### src/rtl/csub_comb_if.sv
`default_nettype none
// ============================================================================
// Module   : csub_comb_if
// Brief    : Input/output stream bundle for csub_comb (valid/ready both sides).
//            sat_flag exists only when CSUB_COMB_SAT_EN is defined.
// Revision : 1.0 - initial release
// ============================================================================
interface csub_comb_if #(
    parameter int DATA_WIDTH = 16
);
    logic                         in_valid;
    logic                         in_ready;
    logic signed [DATA_WIDTH-1:0] in_real;
    logic signed [DATA_WIDTH-1:0] in_imag;
    logic                         out_valid;
    logic                         out_ready;
    logic signed [DATA_WIDTH-1:0] out_real;
    logic signed [DATA_WIDTH-1:0] out_imag;
    logic                         out_primed;
`ifdef CSUB_COMB_SAT_EN
    logic                         sat_flag;

    modport master (
        output in_valid, in_real, in_imag, out_ready,
        input  in_ready, out_valid, out_real, out_imag, out_primed, sat_flag
    );

    modport slave (
        input  in_valid, in_real, in_imag, out_ready,
        output in_ready, out_valid, out_real, out_imag, out_primed, sat_flag
    );
`else
    modport master (
        output in_valid, in_real, in_imag, out_ready,
        input  in_ready, out_valid, out_real, out_imag, out_primed
    );

    modport slave (
        input  in_valid, in_real, in_imag, out_ready,
        output in_ready, out_valid, out_real, out_imag, out_primed
    );
`endif
endinterface
`default_nettype wire

### src/rtl/csub_comb.sv
`default_nettype none
// ============================================================================
// Module   : csub_comb
// Brief    : Streaming complex comb y[n] = x[n] - x[n-DELAY], valid/ready.
//            Define CSUB_COMB_SAT_EN for saturating subtraction and sat_flag.
// Revision : 1.0 - initial release
// ============================================================================
module csub_comb #(
    parameter int DATA_WIDTH = 16,
    parameter int DELAY      = 4
) (
    input  wire logic  clk,
    input  wire logic  rst,
    input  wire logic  clr,
    csub_comb_if.slave bus
);
    localparam int c_PTR_W = (DELAY > 1) ? $clog2(DELAY) : 1;
    localparam logic [c_PTR_W-1:0] c_LAST = c_PTR_W'(DELAY - 1);

    localparam logic [0:0] c_S_PRIME = 1'b0;
    localparam logic [0:0] c_S_RUN   = 1'b1;

    logic [0:0]            r_state;
    logic [0:0]            w_state_nxt;
    logic [c_PTR_W-1:0]    r_wp;
    logic [c_PTR_W-1:0]    r_cnt;
    logic [DATA_WIDTH-1:0] r_buf_re [DELAY];
    logic [DATA_WIDTH-1:0] r_buf_im [DELAY];

    logic                  w_in_ready;
    logic                  w_accept;
    logic [DATA_WIDTH-1:0] w_hist_re;
    logic [DATA_WIDTH-1:0] w_hist_im;
    logic [DATA_WIDTH-1:0] w_res_re;
    logic [DATA_WIDTH-1:0] w_res_im;

    logic                  r_out_valid;
    logic [DATA_WIDTH-1:0] r_out_re;
    logic [DATA_WIDTH-1:0] r_out_im;
    logic                  r_out_primed;

    assign w_in_ready = ~r_out_valid | bus.out_ready;
    assign w_accept   = bus.in_valid & w_in_ready;

    // Buffer is zero while priming anyway; the gate makes the zero history explicit.
    assign w_hist_re = (r_state == c_S_RUN) ? r_buf_re[r_wp] : '0;
    assign w_hist_im = (r_state == c_S_RUN) ? r_buf_im[r_wp] : '0;

`ifdef CSUB_COMB_SAT_EN
    logic w_ovf_re;
    logic w_ovf_im;
    logic r_sat;

    // Returns {overflow, clamped difference} using one guard bit.
    function automatic logic [DATA_WIDTH:0] f_sub_sat(
        input logic [DATA_WIDTH-1:0] a,
        input logic [DATA_WIDTH-1:0] b
    );
        logic [DATA_WIDTH:0] ext;
        ext = {a[DATA_WIDTH-1], a} - {b[DATA_WIDTH-1], b};
        if (ext[DATA_WIDTH] != ext[DATA_WIDTH-1]) begin
            f_sub_sat = {1'b1, ext[DATA_WIDTH], {(DATA_WIDTH-1){~ext[DATA_WIDTH]}}};
        end else begin
            f_sub_sat = {1'b0, ext[DATA_WIDTH-1:0]};
        end
    endfunction

    assign {w_ovf_re, w_res_re} = f_sub_sat(bus.in_real, w_hist_re);
    assign {w_ovf_im, w_res_im} = f_sub_sat(bus.in_imag, w_hist_im);

    always_ff @(posedge clk or posedge rst) begin
        if (rst) begin
            r_sat <= 1'b0;
        end else if (clr) begin
            r_sat <= 1'b0;
        end else if (w_accept) begin
            r_sat <= w_ovf_re | w_ovf_im;
        end
    end

    assign bus.sat_flag = r_sat;
`else
    assign w_res_re = bus.in_real - w_hist_re;
    assign w_res_im = bus.in_imag - w_hist_im;
`endif

    always_ff @(posedge clk or posedge rst) begin
        if (rst) begin
            r_state <= c_S_PRIME;
        end else begin
            r_state <= w_state_nxt;
        end
    end

    always_comb begin
        w_state_nxt = r_state;
        if (clr) begin
            w_state_nxt = c_S_PRIME;
        end else if ((r_state == c_S_PRIME) && w_accept && (r_cnt == c_LAST)) begin
            w_state_nxt = c_S_RUN;
        end
    end

    always_ff @(posedge clk or posedge rst) begin
        if (rst) begin
            r_wp         <= '0;
            r_cnt        <= '0;
            r_out_valid  <= 1'b0;
            r_out_re     <= '0;
            r_out_im     <= '0;
            r_out_primed <= 1'b0;
            for (int i = 0; i < DELAY; i++) begin
                r_buf_re[i] <= '0;
                r_buf_im[i] <= '0;
            end
        end else if (clr) begin
            // A simultaneous accept and any pending output are both dropped.
            r_wp         <= '0;
            r_cnt        <= '0;
            r_out_valid  <= 1'b0;
            r_out_re     <= '0;
            r_out_im     <= '0;
            r_out_primed <= 1'b0;
            for (int i = 0; i < DELAY; i++) begin
                r_buf_re[i] <= '0;
                r_buf_im[i] <= '0;
            end
        end else if (w_accept) begin
            r_buf_re[r_wp] <= bus.in_real;
            r_buf_im[r_wp] <= bus.in_imag;
            r_wp           <= (r_wp == c_LAST) ? '0 : r_wp + 1'b1;
            if ((r_state == c_S_PRIME) && (r_cnt != c_LAST)) begin
                r_cnt <= r_cnt + 1'b1;
            end
            r_out_valid  <= 1'b1;
            r_out_re     <= w_res_re;
            r_out_im     <= w_res_im;
            r_out_primed <= (r_state == c_S_RUN);
        end else if (bus.out_ready) begin
            r_out_valid <= 1'b0;
        end
    end

    assign bus.in_ready   = w_in_ready;
    assign bus.out_valid  = r_out_valid;
    assign bus.out_real   = r_out_re;
    assign bus.out_imag   = r_out_im;
    assign bus.out_primed = r_out_primed;

endmodule
`default_nettype wire

### src/flat_wrapper.sv
// flat-port wrapper written by rule: the top's interface ports become plain ports
module csub_comb_flat 
#(
    parameter int DATA_WIDTH = 16,
    parameter int DELAY      = 4
)
  (clk, rst, clr, bus_in_valid, bus_in_real, bus_in_imag, bus_out_ready, bus_in_ready, bus_out_valid, bus_out_real, bus_out_imag, bus_out_primed);
  csub_comb_if #(.DATA_WIDTH(DATA_WIDTH)) bus_i ();
  input  wire logic clk;
  input  wire logic rst;
  input  wire logic clr;
  input wire logic [$bits(bus_i.in_valid)-1:0] bus_in_valid;
  input wire logic [$bits(bus_i.in_real)-1:0] bus_in_real;
  input wire logic [$bits(bus_i.in_imag)-1:0] bus_in_imag;
  input wire logic [$bits(bus_i.out_ready)-1:0] bus_out_ready;
  output wire logic [$bits(bus_i.in_ready)-1:0] bus_in_ready;
  output wire logic [$bits(bus_i.out_valid)-1:0] bus_out_valid;
  output wire logic [$bits(bus_i.out_real)-1:0] bus_out_real;
  output wire logic [$bits(bus_i.out_imag)-1:0] bus_out_imag;
  output wire logic [$bits(bus_i.out_primed)-1:0] bus_out_primed;
  assign bus_i.in_valid = bus_in_valid;
  assign bus_i.in_real = bus_in_real;
  assign bus_i.in_imag = bus_in_imag;
  assign bus_i.out_ready = bus_out_ready;
  assign bus_in_ready = bus_i.in_ready;
  assign bus_out_valid = bus_i.out_valid;
  assign bus_out_real = bus_i.out_real;
  assign bus_out_imag = bus_i.out_imag;
  assign bus_out_primed = bus_i.out_primed;
  csub_comb #(.DATA_WIDTH(DATA_WIDTH), .DELAY(DELAY)) u_core (.clk(clk), .rst(rst), .clr(clr), .bus(bus_i));
endmodule
### config.mk
export PLATFORM = sky130hd
export DESIGN_NAME = csub_comb_flat
export DESIGN_NICKNAME = d
export VERILOG_FILES = /design/src/rtl/csub_comb_if.sv /design/src/rtl/csub_comb.sv /design/src/flat_wrapper.sv
export SDC_FILE = /design/constraint.sdc
export NUM_CORES = 1
export LEC_CHECK = 0
export ABC_AREA = 1
export CELL_PAD_IN_SITES_DETAIL_PLACEMENT = 0
export CELL_PAD_IN_SITES_GLOBAL_PLACEMENT = 1
export CORE_MARGIN = 4
export CORE_UTILIZATION = 44
export CTS_CLUSTER_DIAMETER = 100
export DETAILED_ROUTE_END_ITERATION = 7
export PLACE_DENSITY = 0.78
export SYNTH_ARGS = -nofsm -noshare
export SYNTH_HDL_FRONTEND = slang
export SYNTH_SLANG_ARGS = --single-unit
### constraint.sdc
create_clock -name clk -period 7.1 [get_ports clk]
set_input_delay 1.775 -clock clk [delete_from_list [all_inputs] [get_ports clk]]
set_output_delay 1.775 -clock clk [all_outputs]
set_load 0.02 [all_outputs]
==> flow_metrics.py, run 1 <==
metrics = {
    "floorplanning": {
        "die_w_um": 152,
        "initial_utilization_pct": 45.1,
        "io-pin-count": 72,
        "core_area_um2": 20400,
        "dieArea_um2": 23200,
        "dieHeight_um": 152,
        "num_rows": 52,
    },
    "logic_synthesis": {
        "synth_top_area_share_pct": 45.5,
        "syn_inst": 1181,
        "yosys_warnings": 0,
        "synth_common_cells": "272 x nand2_1, 183 x inv_1, 167 x dfrtp_1",
        "ys_seq_area_share_pct": 45.5,
        "async_flop_share_pct": 100,
        "yosys-top-cells-area": "dfrtp_1 46%, nand2_1 11%, inv_1 7.5%, o22ai_1 5.7%, ha_1 5.6%",
        "synth.largest_area_cell": "dfrtp_1",
        "yosysMostFrequentCell": "nand2_1",
        "yosys.cell_types.count": 36,
        "syn_area_um2": 9180,
        "yosys_register_bits": 167,
        "synth_edf_count": 0,
        "dominantRegCellSynth": "dfrtp_1",
        "syn_avg_cell_area_um2": 7.78,
        "synth_fp_nets": 1261,
    },
    "cells_and_area": {
        "fillers": 2059,
        "drive_gt1_share_pct": 4.77,
        "nets": 1305,
        "final_cell_area_um2": 10600,
        "fin_util_pct": 52.2,
        "multi_input_area_um2": 4010,
        "n_antenna_cell": 0,
        "seq_area_um2": 4180,
        "area_delta_synth_final_pct": 15.8,
        "layout.cells.non_filler": 1508,
    },
    "clock_network": {
        "numCtsBuffers": 17,
        "root_buffer": "clkbuf_16",
        "cts_tree": "built",
        "clock_latency_ns": 0.43,
        "clk_pin_slew_worst_paths_ns": 0.07,
        "hold_buffers": 0,
        "cts_max_level": 4,
        "cts_setup_buffers": 0,
        "cts_resized": 0,
        "cts_buffer_depth": 2,
        "cts_sinks": 167,
    },
    "route": {
        "antenna_left": 0,
        "vias": 7864,
        "first_pass_iters": 5,
        "drt-initial-drc-count": 494,
        "vias_per_cell": 5.21,
        "wirelength_um": 25600,
        "wire_per_inst_um": 16.9,
        "drc": 0,
    },
    "timing": {
        "period_needed_ns": 4.75,
        "setup_ws_ns": 2.35,
        "fmax_mhz": 211,
        "worstMarginPinSlew_ns": 1.01,
        "max_slew_margin_pct": 32.8,
        "finalMaxSlewViolations": 0,
        "whs_ns": 0.478,
        "fin_skew_ns": 0.0101,
        "fin_tns_setup_ns": 0,
        "final_hold_viol_count": 0,
        "rsz0062_at_grt": "false",
        "setup_viol": 0,
        "fin_crit_sh_pct": 66.9,
    },
    "hold_path": {
        "holdPathEnd": "u_core.bus.out_imag[7]",
        "hold-path-cell-count": 2,
        "hold_start": "u_core.bus.out_imag[7]",
        "hold_class": "reg -> reg",
    },
    "pwr": {
        "finalPower_mw": 2.35,
        "ir_drop_mv": 0.163,
        "p_leak_nw": 5.10,
        "powerDensity_nw_per_um2": 221,
    },
    "worst_setup_path": {
        "reg2reg_to": "u_core.bus.out_imag[8]",
        "required_ns": 5.33,
        "path_max_fanout": 3,
        "startpoint_type": "primary input",
        "end_kind": "primary output",
        "reg2reg_depth": 15,
        "reg2reg_from": "u_core.r_wp[0]",
        "worstSetupPathType": "in -> out",
        "crit_arrival_ns": 2.97,
        "r2r_slack_ns": 3.28,
    },
    "global_routing": {
        "grt_start_max_net_pins": 84,
        "track_usage_pct": 22.3,
        "antenna_found_initial": 0,
        "overflow": 0,
        "grt_pass1_vias": 7458,
        "grt_pass1_wl_um": 41600,
    },
    "placement": {
        "post-place-ws_ns": 2.34,
        "place.gp.congestion": 0.805,
        "io_buffers": 71,
        "place_area_um2": 10000,
        "place_hpwl_um": 16400,
        "placedCellCount": 1476,
    },
    "run": {
        "cap_violations": 0,
    },
    "status": {
        "status": "finished, final reports clean",
    },
}
cells by family (layout without fill, tap and decap cells):
group / Yosys count / after routing / share of synthesized area, %
AOI/OAI and AO/OA: 306 / 306 / 18.2
adders and majority gates: 43 / 43 / 6.02
buffers and inverters: 246 / 303 / 10.9
DFF: 167 / 167 / 45.5
and+or+nand+nor: 419 / 419 / 19.3
placed cells by master (no fill, tap or decap), types with 12 or more instances in the layout:
| cell | netlist | final |
|---|---|---|
| clkbuf_16 | 0 | 17 |
| nand2_1 | 272 | 271 |
| a21oi_1 | 72 | 72 |
| buf_4 | 4 | 12 |
| clkdlybuf4s50_1 | 0 | 71 |
| ha_1 | 41 | 41 |
| dfrtp_1 | 167 | 166 |
| nor2_1 | 38 | 38 |
| o21ai_1 | 52 | 52 |
| nand3_1 | 77 | 77 |
| inv_1 | 183 | 182 |
| o21ai_0 | 87 | 87 |
| o22ai_1 | 83 | 83 |
routing by layer:
metal	up-vias	track usage [%]	routed length, um
met5	-	0	0
met4	0	4.62	230
met3	19	5.14	1730
met2	221	31.5	10600
met1	3658	34.9	13000
li1	3966	-	-
how the worst max path moves through the flow:
| stage | start | end | slack (ns) | cells after the start |
|---|---|---|---|---|
| global placement | bus_out_ready | bus_in_ready | 2.34 | 4 |
| detailed placement | bus_out_ready | bus_in_ready | 2.34 | 4 |
| global route | bus_out_ready | bus_in_ready | 2.32 | 4 |
| floorplan | rst | u_core.bus.out_imag[0] | 0.81 | 1 |
| finish | bus_out_ready | bus_in_ready | 2.35 | 4 |
| CTS | bus_out_ready | bus_in_ready | 2.34 | 4 |
state kept, by name, summed over array words and instances, names as in the netlist:
signal / cells
u_core.bus.out_imag: 16
u_core.bus.out_primed: 1
u_core.bus.out_real: 16
u_core.bus.out_valid: 1
u_core.r_buf_im: 64
u_core.r_buf_re: 64
u_core.r_cnt: 2
u_core.r_state: 1
u_core.r_wp: 2
report_power, final:
part	internal (mW)	switching [mW]	leakage, nW
sequential	0.992	0.0182	2.29
combinational	0.130	0.252	2.53
clock	0.539	0.417	0.288
total	1.66	0.688	5.10
area by class of cell:
type                            instances  area share [%]
Sequential cell                       167            39.3
Multi-Input combinational cell        768            37.7
Timing Repair Buffer                   83            7.53
Inverter                              188            6.68
Clock buffer                           19            4.17
Tap cell                              270            3.18
Clock inverter                         13            1.47
worst max-delay path: stages:
cell	delay (ns)
clkdlybuf4s50_1	0.46
inv_1	0.05
nand2_2	0.09
clkdlybuf4s50_1	0.61
(Power assumes the default switching activity.)
==> run 2, diff against run 1 <==
clock period = 4.9 ns   (was 7.1 ns; I/O delays follow)
==> flow_metrics.py, run 2 (same netlist as run 1, synthesis figures left out) <==
metrics = {
    "clock_network": {
        "numCtsBuffers": 17,
        "hold_buffers": 0,
        "cts_sinks": 167,
        "cts_max_level": 4,
        "cts_tree": "built",
        "clk_pin_slew_worst_paths_ns": 0.07,
        "cts_resized": 0,
        "cts_setup_buffers": 0,
        "clock_latency_ns": 0.43,
        "root_buffer": "clkbuf_16",
        "cts_buffer_depth": 2,
    },
    "cells_and_area": {
        "nets": 1309,
        "top_regs": "u_core.r_buf_im: 64 flops, u_core.r_buf_re: 64 flops",
        "layout_common_cells": "272 x nand2_1, 182 x inv_1, 166 x dfrtp_1",
        "final_common_cell": "nand2_1",
        "final_cell_area_um2": 10700,
        "drive_gt1_share_pct": 5.07,
        "n_antenna_cell": 0,
        "area_delta_synth_final_pct": 16.0,
    },
    "placement": {
        "place_area_um2": 10100,
        "post-place-ws_ns": 1.25,
        "place_hpwl_um": 17000,
        "io_buffers": 71,
        "place.gp.congestion": 0.816,
    },
    "timing": {
        "fin_skew_ns": 0.00707,
        "whs_ns": 0.478,
        "max_slew_margin_pct": 38.5,
        "period_needed_ns": 3.65,
        "fmax_mhz": 274,
        "fin_crit_sh_pct": 74.5,
        "finalMaxSlewViolations": 0,
        "rsz0062_at_grt": "false",
        "final_hold_viol_count": 0,
        "setup_viol": 0,
        "fin_tns_setup_ns": 0,
        "setup_ws_ns": 1.25,
        "worstMarginPinSlew_ns": 0.921,
    },
    "global_routing": {
        "track_usage_pct": 21.8,
        "overflow": 0,
        "grt_start_max_net_pins": 59,
        "grt_pass1_wl_um": 40900,
        "grt_pass1_vias": 7446,
        "antenna_found_initial": 0,
    },
    "worst_setup_path": {
        "worstSetupPathType": "in -> out",
        "required_ns": 3.67,
        "end_kind": "primary output",
        "r2r_slack_ns": 1.56,
        "reg2reg_depth": 14,
        "path_max_fanout": 3,
        "crit_path_end": "bus_in_ready",
        "startpoint_type": "primary input",
        "reg2reg_from": "u_core.r_wp[1]",
        "reg2reg_to": "u_core.bus.out_imag[8]",
        "crit_arrival_ns": 2.42,
        "crit_start": "bus_out_ready",
    },
    "floorplanning": {
        "io-pin-count": 72,
        "die_w_um": 152,
        "initial_utilization_pct": 45.1,
        "core_area_um2": 20400,
        "dieHeight_um": 152,
        "dieArea_um2": 23200,
        "num_rows": 52,
    },
    "pwr": {
        "powerDensity_nw_per_um2": 315,
        "p_leak_nw": 5.11,
        "finalPower_mw": 3.35,
        "ir_drop_mv": 0.241,
    },
    "route": {
        "antenna_left": 0,
        "drt-initial-drc-count": 572,
        "drc": 0,
        "vias": 8008,
        "wire_per_inst_um": 16.8,
        "wirelength_um": 25400,
        "vias_per_cell": 5.30,
        "first_pass_iters": 5,
    },
    "status": {
        "status": "finished, final reports clean",
    },
    "run": {
        "cap_violations": 0,
    },
    "hold_path": {
        "hold_class": "reg -> reg",
    },
}
-- run 2: cell count changes in the layout (fill, tap and decap cells not counted), sizes merged --
cell | previous run | this run
buf | 12 | 16
bufinv | 2 | 1
clkinv | 2 | 5
inv | 195 | 193
clkbuf | 19 | 18
clkinvlp | 2 | 3
-- run 2: how the worst min path moves through the flow --
stage	from	endpoint	cells past startpoint
final	u_core.bus.out_imag[6]	u_core.bus.out_imag[6]	2
after global routing	u_core.bus.out_imag[15]	u_core.bus.out_imag[15]	2
after detailed placement	u_core.bus.out_imag[13]	u_core.bus.out_imag[13]	2
after floorplan	u_core.r_cnt[1]	u_core.r_cnt[1]	2
after global placement	u_core.bus.out_real[5]	u_core.bus.out_real[5]	2
after CTS	u_core.bus.out_imag[13]	u_core.bus.out_imag[13]	2
-- run 2: worst max-delay path: stages --
cell and delay (ns):
clkdlybuf4s50_1 0.45, inv_1 0.05, nand2_2 0.09, clkdlybuf4s50_1 0.61
-- run 2: area by class of cell --
type                    instances  area, um2
fillers                      2038       9710
flip-flops and latches        167       4180
multi-input cells             768       4000
repair buffers                 87        843
inverters                     188        709
clock buffers                  18        439
well taps                     270        338
clock inverters                14        139
-- run 2: report_power, final --
| group | switching (mW) | internal, mW |
|---|---|---|
| clock | 0.600 | 0.728 |
| combinational | 0.358 | 0.191 |
| sequential | 0.0352 | 1.44 |
-- run 2: routing by layer --
metal	up-vias	GRT usage (%)	share of wire [%]
li1	3973	-	-
met4	0	5.09	0.95
met1	3765	35.3	51
met5	-	0	0
met2	253	30.7	42
met3	17	3.01	6.1
-- run 2: metrics by stage --
stage                     utilization, %  cells
after floorplan                        -   1181
after global placement              49.5   1480
after detailed placement            49.5   1480
after CTS                           52.3   1512
after global routing                52.3   1512
final                               52.3   1512
==> run 3, diff against run 2 <==
CORE_UTILIZATION = 40   (was 44)
PLACE_DENSITY = 0.74   (was 0.78)
clock period = 3.1 ns   (was 4.9 ns; I/O delays follow)
==> flow_metrics.py, run 3 (same netlist as run 1, synthesis figures left out) <==
metrics = {
    "floorplanning": {
        "dieHeight_um": 160,
        "io-pin-count": 72,
        "num_rows": 55,
        "dieArea_um2": 25400,
        "initial_utilization_pct": 40.6,
        "core_area_um2": 22600,
        "die_w_um": 160,
    },
    "timing": {
        "finalMaxSlewViolations": 0,
        "setup_viol": 0,
        "max_slew_margin_pct": 39.5,
        "whs_ns": 0.476,
        "fin_skew_ns": 0.0142,
        "rsz0062_at_grt": "false",
        "fmax_mhz": 346,
        "period_needed_ns": 2.89,
        "worstMarginPinSlew_ns": 0.907,
        "fin_tns_setup_ns": 0,
        "fin_crit_sh_pct": 93.3,
        "final_hold_viol_count": 0,
    },
    "clock_network": {
        "cts_max_level": 4,
        "cts_buffer_depth": 2,
        "cts_tree": "built",
        "cts_sinks": 167,
        "clock_latency_ns": 0.43,
        "numCtsBuffers": 17,
        "cts_resized": 0,
        "hold_buffers": 0,
        "cts_setup_buffers": 0,
        "clk_pin_slew_worst_paths_ns": 0.07,
        "root_buffer": "clkbuf_16",
    },
    "worst_setup_path": {
        "reg2reg_depth": 14,
        "required_ns": 3.41,
        "path_max_fanout": 12,
        "end_kind": "flop",
        "crit_arrival_ns": 3.20,
        "worstSetupPathType": "reg -> reg",
        "startpoint_type": "flop",
    },
    "cells_and_area": {
        "fillers": 2290,
        "seq_area_um2": 4180,
        "layout_common_cells": "272 x nand2_1, 182 x inv_1, 166 x dfrtp_1",
        "final_common_cell": "nand2_1",
        "fin_util_pct": 48.1,
        "nets": 1331,
        "n_antenna_cell": 0,
        "top_regs": "u_core.r_buf_im: 64 flops, u_core.r_buf_re: 64 flops",
        "final_cell_area_um2": 10900,
        "area_delta_synth_final_pct": 18.5,
        "multi_input_area_um2": 4000,
        "layout.cells.non_filler": 1549,
        "drive_gt1_share_pct": 6.65,
    },
    "route": {
        "wirelength_um": 27100,
        "drc": 0,
        "wire_per_inst_um": 17.5,
        "vias": 8106,
        "drt-initial-drc-count": 569,
        "antenna_left": 0,
        "first_pass_iters": 5,
        "vias_per_cell": 5.23,
    },
    "placement": {
        "place.gp.congestion": 0.859,
        "placedCellCount": 1517,
        "place_hpwl_um": 19000,
        "io_buffers": 71,
        "place_area_um2": 10300,
    },
    "global_routing": {
        "overflow": 0,
        "antenna_found_initial": 0,
        "grt_pass1_vias": 7859,
        "track_usage_pct": 21.7,
        "grt_pass1_wl_um": 44500,
        "grt_start_max_net_pins": 50,
    },
    "pwr": {
        "powerDensity_nw_per_um2": 492,
        "ir_drop_mv": 0.268,
        "p_leak_nw": 5.24,
    },
    "status": {
        "status": "finished, final reports clean",
    },
    "hold_path": {
        "hold-path-cell-count": 2,
        "hold_class": "reg -> reg",
    },
    "run": {
        "cap_violations": 0,
    },
}
run 3: final cells by class:
type | instances | area share, %
Sequential cell | 167 | 38.4
Multi-Input combinational cell | 768 | 36.8
Timing Repair Buffer | 109 | 9.84
Inverter | 188 | 6.52
Clock buffer | 18 | 3.94
Tap cell | 285 | 3.28
Clock inverter | 14 | 1.24
run 3: through the flow:
stage / setup slack (ns) / power, mW
2_1_floorplan: 0.198 / 2.92
3_3_place_gp: 0.333 / 3.29
3_5_place_dp: 0.228 / 3.30
4_1_cts: 0.211 / 5.40
5_1_grt: 0.0307 / 5.61
6_report: 0.206 / 5.36
run 3: where the power goes:
part           leakage [nW]  switching [mW]  internal (mW)
combinational          2.67           0.600          0.335
clock                 0.283           0.971           1.13
sequential             2.29          0.0518           2.27
total                  5.24            1.62           3.74
run 3: path summary, 6_finish.rpt:
check                           slack [ns]                endpoint                    from
worst min-delay path                  0.48  u_core.bus.out_imag[9]  u_core.bus.out_imag[9]
max in group asynchronous             1.65   u_core.bus.out_primed                     rst
min in group asynchronous             0.77     u_core.r_buf_re[42]                     rst
worst min register to register        0.48  u_core.bus.out_imag[9]  u_core.bus.out_imag[9]
worst max register to register        0.21  u_core.bus.out_imag[8]          u_core.r_wp[1]
worst max-delay path                  0.21  u_core.bus.out_imag[8]          u_core.r_wp[1]
run 3: worst max-delay path: stages (launching register included):
cell	delay [ns]
dfrtp_1	0.61
clkinv_1	0.15
buf_4	0.21
a21oi_1	0.10
o21ai_0	0.09
a21oi_1	0.19
ha_1	0.19
inv_1	0.05
fa_1	0.45
nand2_1	0.11
nand2_1	0.07
and2_1	0.18
a21o_1	0.18
nor2_1	0.11
o21ai_1	0.09
run 3: layer usage:
layer  global-route usage (%)  part of all wire [%]
met1                     33.5                    50
met2                     32.1                    43
met3                     3.55                   5.9
met4                     4.58                  0.74
met5                        0                     0
